==> src/rtl/mips86_mem_pkg.sv <==
// ---------------------------------------------------------------------------
// mips86_mem_pkg
// Shared definitions for the memory-side blocks (opcode fetch buffer, store
// buffer, MMU): default bus/address widths, the store-buffer FSM encoding and
// the byte-offset width of a bus word.
// ---------------------------------------------------------------------------
package mips86_mem_pkg;

  localparam int DEFAULT_BUS_WIDTH  = 32;
  localparam int DEFAULT_ADDR_WIDTH = 32;

  typedef enum logic [1:0] {
    IDLE      = 2'd0,
    WAIT_ACK  = 2'd1,
    WAIT_DONE = 2'd2
  } sb_state_e;

  // Number of low address bits that select a byte inside one bus word.
  function automatic int word_offset_bits(input int bus_width);
    return $clog2(bus_width / 8);
  endfunction

endpackage

==> src/rtl/word_store_buffer_fifo.sv <==
// ---------------------------------------------------------------------------
// store_fifo
// In-order FIFO of pending word stores with a parallel forwarding lookup.
//
// Ports:
//   clk, rst_n        clock, asynchronous active-low reset
//   push, push_addr,  offer an entry; taken only when ready is high
//   push_data
//   pop               retire the head entry
//   ready             registered "not full"
//   count             number of valid entries (0..DEPTH)
//   head_addr/data    oldest entry
//   lookup_addr       word-aligned query address
//   lookup_hit/data   youngest matching entry, data is 0 on a miss
// ---------------------------------------------------------------------------
module store_fifo #(
  parameter  int DEPTH      = 4,
  parameter  int ADDR_WIDTH = 32,
  parameter  int BUS_WIDTH  = 32,
  localparam int PTR_W      = $clog2(DEPTH),
  localparam int CNT_W      = PTR_W + 1
) (
  input  logic                  clk,
  input  logic                  rst_n,
  input  logic                  push,
  input  logic [ADDR_WIDTH-1:0] push_addr,
  input  logic [BUS_WIDTH-1:0]  push_data,
  input  logic                  pop,
  output logic                  ready,
  output logic [CNT_W-1:0]      count,
  output logic [ADDR_WIDTH-1:0] head_addr,
  output logic [BUS_WIDTH-1:0]  head_data,
  input  logic [ADDR_WIDTH-1:0] lookup_addr,
  output logic                  lookup_hit,
  output logic [BUS_WIDTH-1:0]  lookup_data
);

  logic [ADDR_WIDTH-1:0] addr_mem [DEPTH];
  logic [BUS_WIDTH-1:0]  data_mem [DEPTH];
  logic [PTR_W-1:0]      wr_ptr;
  logic [PTR_W-1:0]      rd_ptr;
  logic                  push_ok;
  logic                  pop_ok;
  logic [CNT_W-1:0]      count_next;

  // A push while full is dropped even if the head retires on the same edge.
  assign push_ok    = push && ready;
  assign pop_ok     = pop && (count != '0);
  assign count_next = count + CNT_W'(push_ok) - CNT_W'(pop_ok);

  // NOTE: state registers use non-blocking assignments so every flop samples
  // pre-edge values regardless of statement order.
  always_ff @(posedge clk or negedge rst_n) begin
    if (!rst_n) begin
      wr_ptr <= '0;
      rd_ptr <= '0;
      count  <= '0;
      ready  <= 1'b1;
    end else begin
      if (push_ok) wr_ptr <= wr_ptr + PTR_W'(1);
      if (pop_ok)  rd_ptr <= rd_ptr + PTR_W'(1);
      count <= count_next;
      ready <= (count_next != CNT_W'(DEPTH));
    end
  end

  // NOTE: the storage array has no reset; every read is qualified by count,
  // so stale contents are never observable and the RAM stays reset-free.
  always_ff @(posedge clk) begin
    if (push_ok) begin
      addr_mem[wr_ptr] <= push_addr;
      data_mem[wr_ptr] <= push_data;
    end
  end

  assign head_addr = addr_mem[rd_ptr];
  assign head_data = data_mem[rd_ptr];

  // Walk from oldest to youngest so a later match overrides an earlier one.
  // NOTE: every output of this block is given a default first, otherwise the
  // paths that skip an assignment would infer latches.
  always_comb begin
    logic [PTR_W-1:0] idx;
    idx         = '0;
    lookup_hit  = 1'b0;
    lookup_data = '0;
    for (int age = 0; age < DEPTH; age++) begin
      idx = rd_ptr + PTR_W'(age);
      if ((CNT_W'(age) < count) && (addr_mem[idx] == lookup_addr)) begin
        lookup_hit  = 1'b1;
        lookup_data = data_mem[idx];
      end
    end
  end

endmodule

==> src/rtl/word_store_buffer.sv <==
// ---------------------------------------------------------------------------
// word_store_buffer
// Buffers word stores from the core and drains them, oldest first, to an MMU
// write port using the request/busy handshake. Pending stores are visible to
// fetches and loads through the forwarding lookup until they complete.
//
// Ports:
//   clk, reset                 clock, asynchronous active-low reset
//   storeAddr/Data/Valid       store from the core; storeReady = not full
//   memAddr/memData            word-aligned write address and data to MMU
//   memWriteEnable, memRequest write transaction controls
//   memBusy                    MMU busy: rise = acknowledge, fall = done
//   lookupAddr                 forwarding query
//   lookupHit/lookupData       youngest pending store to the same word
//   empty                      nothing pending and FSM idle
// ---------------------------------------------------------------------------
module word_store_buffer
  import mips86_mem_pkg::*;
#(
  parameter int BUS_WIDTH  = DEFAULT_BUS_WIDTH,
  parameter int ADDR_WIDTH = DEFAULT_ADDR_WIDTH,
  parameter int DEPTH      = 4
) (
  input  logic                  clk,
  input  logic                  reset,
  input  logic [ADDR_WIDTH-1:0] storeAddr,
  input  logic [BUS_WIDTH-1:0]  storeData,
  input  logic                  storeValid,
  output logic                  storeReady,
  output logic [ADDR_WIDTH-1:0] memAddr,
  output logic [BUS_WIDTH-1:0]  memData,
  output logic                  memWriteEnable,
  output logic                  memRequest,
  input  logic                  memBusy,
  input  logic [ADDR_WIDTH-1:0] lookupAddr,
  output logic                  lookupHit,
  output logic [BUS_WIDTH-1:0]  lookupData,
  output logic                  empty
);

  localparam int                  OFF        = word_offset_bits(BUS_WIDTH);
  localparam int                  CNT_W      = $clog2(DEPTH) + 1;
  localparam logic [ADDR_WIDTH-1:0] ALIGN_MASK = {ADDR_WIDTH{1'b1}} << OFF;

  sb_state_e             state, state_next;
  logic [CNT_W-1:0]      count;
  logic [ADDR_WIDTH-1:0] head_addr;
  logic [BUS_WIDTH-1:0]  head_data;
  logic [ADDR_WIDTH-1:0] addr_next;
  logic [BUS_WIDTH-1:0]  data_next;
  logic                  req_next;
  logic                  we_next;
  logic                  pop;

  store_fifo #(
    .DEPTH     (DEPTH),
    .ADDR_WIDTH(ADDR_WIDTH),
    .BUS_WIDTH (BUS_WIDTH)
  ) u_fifo (
    .clk        (clk),
    .rst_n      (reset),
    .push       (storeValid),
    .push_addr  (storeAddr & ALIGN_MASK),
    .push_data  (storeData),
    .pop        (pop),
    .ready      (storeReady),
    .count      (count),
    .head_addr  (head_addr),
    .head_data  (head_data),
    .lookup_addr(lookupAddr & ALIGN_MASK),
    .lookup_hit (lookupHit),
    .lookup_data(lookupData)
  );

  // The head is only popped on the completion edge, so it keeps forwarding
  // while its write is in flight.
  always_comb begin
    state_next = state;
    addr_next  = memAddr;
    data_next  = memData;
    req_next   = memRequest;
    we_next    = memWriteEnable;
    pop        = 1'b0;
    unique case (state)
      IDLE: begin
        if (count != '0) begin
          addr_next  = head_addr;
          data_next  = head_data;
          req_next   = 1'b1;
          we_next    = 1'b1;
          state_next = WAIT_ACK;
        end
      end
      WAIT_ACK: begin
        // Busy already high on entry counts as the acknowledge.
        if (memBusy) begin
          req_next   = 1'b0;
          state_next = WAIT_DONE;
        end
      end
      WAIT_DONE: begin
        if (!memBusy) begin
          pop        = 1'b1;
          we_next    = 1'b0;
          state_next = IDLE;
        end
      end
      default: state_next = IDLE;
    endcase
  end

  always_ff @(posedge clk or negedge reset) begin
    if (!reset) begin
      state          <= IDLE;
      memAddr        <= '0;
      memData        <= '0;
      memRequest     <= 1'b0;
      memWriteEnable <= 1'b0;
    end else begin
      state          <= state_next;
      memAddr        <= addr_next;
      memData        <= data_next;
      memRequest     <= req_next;
      memWriteEnable <= we_next;
    end
  end

  assign empty = (count == '0) && (state == IDLE);

endmodule

==> config.mk <==
export PLATFORM = sky130hd
export DESIGN_NAME = word_store_buffer
export DESIGN_NICKNAME = d
export VERILOG_FILES = /design/src/rtl/mips86_mem_pkg.sv /design/src/rtl/word_store_buffer_fifo.sv /design/src/rtl/word_store_buffer.sv
export SDC_FILE = /design/constraint.sdc
export NUM_CORES = 1
export LEC_CHECK = 0
export BUFFER_PORTS_ARGS = -buffer_cell sky130_fd_sc_hd__buf_4
export CAP_MARGIN = 20
export CORE_UTILIZATION = 36
export CTS_BUF_LIST = sky130_fd_sc_hd__clkbuf_16
export DETAILED_ROUTE_END_ITERATION = 10
export GPL_TIMING_DRIVEN = 0
export MAX_ROUTING_LAYER = met4
export SLEW_MARGIN = 20
export SYNTH_ARGS = -nofsm -noshare
export SYNTH_HDL_FRONTEND = slang
export SYNTH_SLANG_ARGS = --single-unit
==> constraint.sdc <==
create_clock -name clk -period 7.8 [get_ports clk]
set_clock_uncertainty 0.15 [all_clocks]
set_input_delay 1.17 -clock clk [delete_from_list [all_inputs] [get_ports clk]]
set_output_delay 1.17 -clock clk [all_outputs]
set_load 0.01 [all_outputs]
# ---- Yosys cells after proc, flatten, opt, wreduce, memory -nomap -nowiden
# Memories as Yosys holds them, arrays and structs flattened.
# Index checks and enable logic that the tools add are counted.
dict set report word_totals {
  ff_bits 76
  latchBits 0
  ram_bits 248
  rom_bits 0
  inputBits 100
  out_inout_bits 101
  word_cells 68
  n_memories 2
}
dict set report op_classes {
  add_sub_neg 6
  n_mul 0
  n_div 0
  order_cmp 4
  n_eq_ne 10
  n_shift 0
  mux 21
  bitwise 0
  reduce_logical 16
}
# name words width read_ports rd_ports_with_merged_regs write_ports line
set mem_list {}
lappend mem_list {u_fifo.data_mem 4 32 4 0 1 word_store_buffer_fifo.sv:39} ;# logic [BUS_WIDTH-1:0] data_mem [DEPTH];
lappend mem_list {u_fifo.addr_mem 4 30 4 0 1 word_store_buffer_fifo.sv:38} ;# logic [ADDR_WIDTH-1:0] addr_mem [DEPTH];
# operator count
set ops {}
lappend ops {{$eq 32x32->1} 4}
lappend ops {{$mux 32} 4}
lappend ops {{$mux 1} 11}
lappend ops {{$reduce_and 3->1} 3}
lappend ops {{$logic_and 1x1->1} 7}
lappend ops {{$lt 1x3->1 const A} 2}
lappend ops {{$lt 2x3->1 const A} 2}
lappend ops {{$mux 2} 3}
lappend ops {{$ne 2x2->1 const B} 3}
lappend ops {{$pmux 2 s3} 1}
lappend ops {{$add 2x1->2 const B} 2}
lappend ops {{$add 2x2->2 const B} 2}
lappend ops {{$pmux 1 s2} 2}
lappend ops {{$reduce_bool 2->1} 2}
lappend ops {{$add 3x1->3} 1}
lappend ops {{$logic_not 3->1} 1}
lappend ops {{$ne 3x3->1 const B} 1}
lappend ops {{$reduce_bool 3->1} 1}
lappend ops {{$sub 3x1->3} 1}
lappend ops {{$eq 2x1->1 const B} 1}
lappend ops {{$eq 2x2->1 const B} 1}
lappend ops {{$logic_not 2->1} 1}
lappend ops {{$reduce_and 2->1} 1}

# ---- Logic depth before layout (Yosys ltp)
# An unclocked memory read counts as a cell.
dict set report logic_depth {
  ltp_word 7
  mapped_depth 15
}

# ---- Hierarchy
# A second synthesis with hierarchy kept.
dict set report hier_totals {
  hier_cells 1625
  hier_area_um2 20260.7
}
# mod instances cells_each area_each_um2 seq_area_each_um2
set by_module_without_submodules {}
lappend by_module_without_submodules {store_fifo 1 1470 17524.3 7888.8}
lappend by_module_without_submodules {word_store_buffer 1 155 2736.4 1701.6}

# ---- Worst setup path after synthesis
# Ideal clock, no wire load.
dict set report synth_path {
  kind {input-to-output}
  start {in lookupAddr[6]}
  end {out lookupData[0]}
  t_arrival_ns 3.612
  t_required_ns 6.480
  slack_ns 2.868
  stages 11
  n_path_buf 3
  cell_sequence {clkbuf_1 xor2_1 nand2_1 or4_4 a2111oi_2 and4_1 or3b_1 buf_2 buf_6 o22ai_2 a221o_1}
}
dict set report synth_via {
  elab_chain_cells 6
  word_cells_on_any_way 12
  classes_between {eq/ne (4); mux (4); reduce/logical (4)}
}
# item line
set synth_rtl {}
lappend synth_rtl {{start, declared} word_store_buffer.sv:35} ;# input logic [ADDR_WIDTH-1:0] lookupAddr,
lappend synth_rtl {{$eq 32x32->1} word_store_buffer_fifo.sv:89} ;# if ((CNT_W'(age) < count) && (addr_mem[idx] == lookup_addr)) begin
lappend synth_rtl {{$logic_and 1x1->1} word_store_buffer_fifo.sv:89}
lappend synth_rtl {{$mux 32 (3 in series)} word_store_buffer_fifo.sv:89}
lappend synth_rtl {{$mux 32 (*)} word_store_buffer_fifo.sv:89}
lappend synth_rtl {{end, declared} word_store_buffer.sv:37} ;# output logic [BUS_WIDTH-1:0] lookupData,
# Mark *: on every way between the ends. The rest lies on a longest branch, timed or not.

# ---- Worst setup path after layout
dict set report layout_path {
  start {reg u_fifo.rd_ptr[0]}
  end {out lookupData[26]}
}
dict set report layout_via {
  elab_chain_cells 7
  word_cells_on_any_way 17
  classes_between {add/sub (3); eq/ne (4); mux (4); reduce/logical (4); memory (2)}
}
# item line
set layout_rtl {}
lappend layout_rtl {{start, declared} word_store_buffer_fifo.sv:41} ;# logic [PTR_W-1:0] rd_ptr;
lappend layout_rtl {{start signal, assigned} word_store_buffer_fifo.sv:61} ;# if (pop_ok) rd_ptr <= rd_ptr + PTR_W'(1);
lappend layout_rtl {{$add 2x1->2 or $mem_v2 4x30 (tied branches)} -}
lappend layout_rtl {{$mem_v2 4x30 or $eq 32x32->1 (tied branches)} -}
lappend layout_rtl {{$eq 32x32->1 or $logic_and 1x1->1 (tied branches)} word_store_buffer_fifo.sv:89}
lappend layout_rtl {{$logic_and 1x1->1 or $mux 32 (tied branches)} word_store_buffer_fifo.sv:89}
lappend layout_rtl {{$mux 32 (2 in series)} word_store_buffer_fifo.sv:89}
lappend layout_rtl {{$mux 32 (*)} word_store_buffer_fifo.sv:89}
# Marked as above.

==> results.json <==
{
  "fp-row-count": 82,
  "synthArstFlopShare_pct": 22.98,
  "gr-max-usage-layer": "met2",
  "dieArea_um2": 52010,
  "ys_ff_latch": 322,
  "place_congestion": 0.9697,
  "seq_area_um2": 9300,
  "critical_path_class": "reg -> out",
  "route.detailed.drc": 0,
  "finalPower_mw": 8.766,
  "ctsLongestPathBuffers": 3,
  "netlist_area_um2": 18400,
  "start_util_pct": 36.59,
  "yosysWarnings": 0,
  "setup_viol_count_final": 0,
  "slew_violations": 0,
  "cp-start-kind": "flip-flop",
  "portBuffers": 173,
  "cts_sinks": 322,
  "yosysMostFrequentCell": "edfxtp_1",
  "vias": 14500,
  "nNetsFinal": 1878,
  "synth_edf_count": 248,
  "hp-class": "reg -> reg",
  "drt-total-wl_um": 66900,
  "slew_headroom_pct": 31.18,
  "cts_hold_buf": 0,
  "use_met3_pct": 4.813,
  "cts_setup_buffers": 0,
  "post-dp-hpwl_um": 48440,
  "synth.area.top_cells": "edfxtp_1 (40%), mux2i_1 (13%), dfrtp_1 (9.9%)",
  "drt-vias-per-instance": 5.857,
  "rsz0062_at_grt": "false",
  "max_freq_mhz": 140.7,
  "status": "finished clean",
  "finalCritPeriodShare_pct": 91.14,
  "syn-mean-instance-area_um2": 11.85,
  "synth_top_area_cell": "edfxtp_1",
  "die_x_um": 228.1,
  "ant_nets": 0,
  "worstRegToRegCells": 11,
  "synth_top_area_share_pct": 40.48,
  "cts-root-buf": "clkbuf_16",
  "synthDistinctLibCells": 68,
  "gr-usage-met1_pct": 34.97,
  "drive_gt1_share_pct": 23.54,
  "tritoncts": "yes",
  "overflow": 0,
  "hold_viol": 0,
  "n_fill_cell": 4734,
  "required_ns": 6.48,
  "grt_pass1_vias": 14160,
  "critPathMaxFanout": 10,
  "yosys_most_used_dff": "edfxtp_1",
  "yosysSeqAreaShare_pct": 50.55,
  "numCtsBuffers": 36,
  "cts.repair.resized": 0,
  "htree_levels": 2,
  "worst_ep_arrival_time_ns": 5.79,
  "grt_max_degree": 42,
  "drt_first_pass_iters": 6,
  "setup_tns_ns": 0,
  "post_drt_wl_per_cell_um": 27.03,
  "die_y_um": 228.1,
  "yosys-top-cells-count": "edfxtp_1 (248), mux2i_1 (231), nand2_1 (197)",
  "crit_path_end_kind": "output port",
  "gr-usage-all-layers_pct": 25.87,
  "reg2reg_slack_ns": 3.68,
  "area_growth_pct": 18.68,
  "p_leak_nw": 8.346,
  "fin_crit_ns": 7.109,
  "design.core.area_um2": 50270,
  "multi_input_area_um2": 8381,
  "p_per_area_nw_per_um2": 401.5,
  "vdd_drop_max_uv": 185.8,
  "max_cap_viol_count": 0,
  "worstSkewPairLatency_ns": 0.57,
  "detail_route.iter0.violations": 1551,
  "clk_pin_slew_ns": 0.06,
  "hold_depth": 2,
  "boundaryPins": 201,
  "syn_inst": 1552,
  "tightest_slew_ns": 1.032,
  "antenna_found_initial": 5,
  "grt_pass1_wl_um": 96730,
  "grtUsageMet2_pct": 39.54
}
routing by layer:
layer  up-vias  wire (um)
met4         0       2020
met1      7286      29160
met3       143       5580
met2       788      30140
met5         -          0
li1       6279          -
final cells by class:
type | instances | area share (%)
antenna | 6 | 0.06877
buffer | 127 | 2.974
clock buffer | 36 | 4.126
clock inverter | 30 | 1.106
inverter | 24 | 0.4126
multi-input combinational | 1080 | 38.39
sequential | 322 | 42.60
tap | 672 | 3.851
timing repair buffer | 178 | 6.476
per-stage QoR:
step                      hold WS [ns]  cell area [um^2]  utilization [%]  cells  worst slack (ns)
after floorplan                 0.3473             18400                -   1553             2.868
after CTS                       0.3343             21820            43.40   2469            0.7835
after global routing            0.3547             21830            43.42   2474            0.6808
after detailed placement        0.3223             20670            41.12   2403             1.393
final                           0.3310             21830            43.43   2475            0.6910
after global placement          0.3213             20540            40.86   2398             1.429
state kept, by name, summed over array words and instances, names as in the netlist:
| name | count |
|---|---|
| memAddr | 30 |
| memData | 32 |
| memRequest | 1 |
| memWriteEnable | 1 |
| state | 2 |
| u_fifo.addr_mem | 120 |
| u_fifo.count | 3 |
| u_fifo.data_mem | 128 |
| u_fifo.rd_ptr | 2 |
| u_fifo.ready | 1 |
| u_fifo.wr_ptr | 2 |
layout by cell type (no fill, tap or decap), drive strengths merged, types with 13 or more instances in the layout:
cell type	instances
mux2	73
o22ai	37
xor2	18
nor4	15
a21oi	20
buf	248
dfrtp	73
inv	42
o21ai	156
xnor2	85
edfxtp	248
clkbuf	93
nand3	36
a221o	33
mux2i	233
mux4	25
nor2	30
nand4	13
nand2	197
where the power goes:
| part | leakage [nW] | switching [mW] | total [mW] | internal (mW) |
|---|---|---|---|---|
| clock | 0.619 | 0.725 | 1.67 | 0.949 |
| combinational | 4.57 | 2.83 | 4.52 | 1.69 |
| sequential | 3.16 | 0.240 | 2.57 | 2.33 |
cell families (layout without fill, tap and decap cells):
logic type | count (synthesis) | in the layout | synth area share, %
simple gates | 335 | 335 | 8.223
mux | 331 | 331 | 20.25
flops | 322 | 322 | 50.55
compound gates | 300 | 300 | 11.38
buf+inv | 151 | 395 | 4.020
xor+xnor | 103 | 103 | 4.904
fa+ha+maj | 9 | 9 | 0.6530
other cells | 1 | 8 | 0.02038
critical path, cell delays in order (launching register included):
cell,delay (ns)
dfrtp_1,0.36
buf_4,0.21
inv_2,0.27
buf_2,0.45
buf_2,0.36
buf_2,0.44
mux2i_1,0.63
xnor2_1,0.31
nand4_1,0.21
nor3_1,0.44
a31oi_1,0.29
nor3_2,0.46
buf_2,0.34
a221o_1,0.28
buf_4,0.15
path summary, 6_finish.rpt:
check                                             start                       to
max                        u_fifo.rd_ptr[0]$_DFFE_PN0P_           lookupData[26]
min                             memData[31]$_DFFE_PN0P_  memData[31]$_DFFE_PN0P_
max reg2reg                u_fifo.rd_ptr[0]$_DFFE_PN0P_  memAddr[11]$_DFFE_PN0P_
min reg2reg                     memData[31]$_DFFE_PN0P_  memData[31]$_DFFE_PN0P_
max in group asynchronous                         reset   memData[8]$_DFFE_PN0P_
min in group asynchronous                         reset  memAddr[12]$_DFFE_PN0P_
No activity file was read; power rests on OpenSTA's default activity.
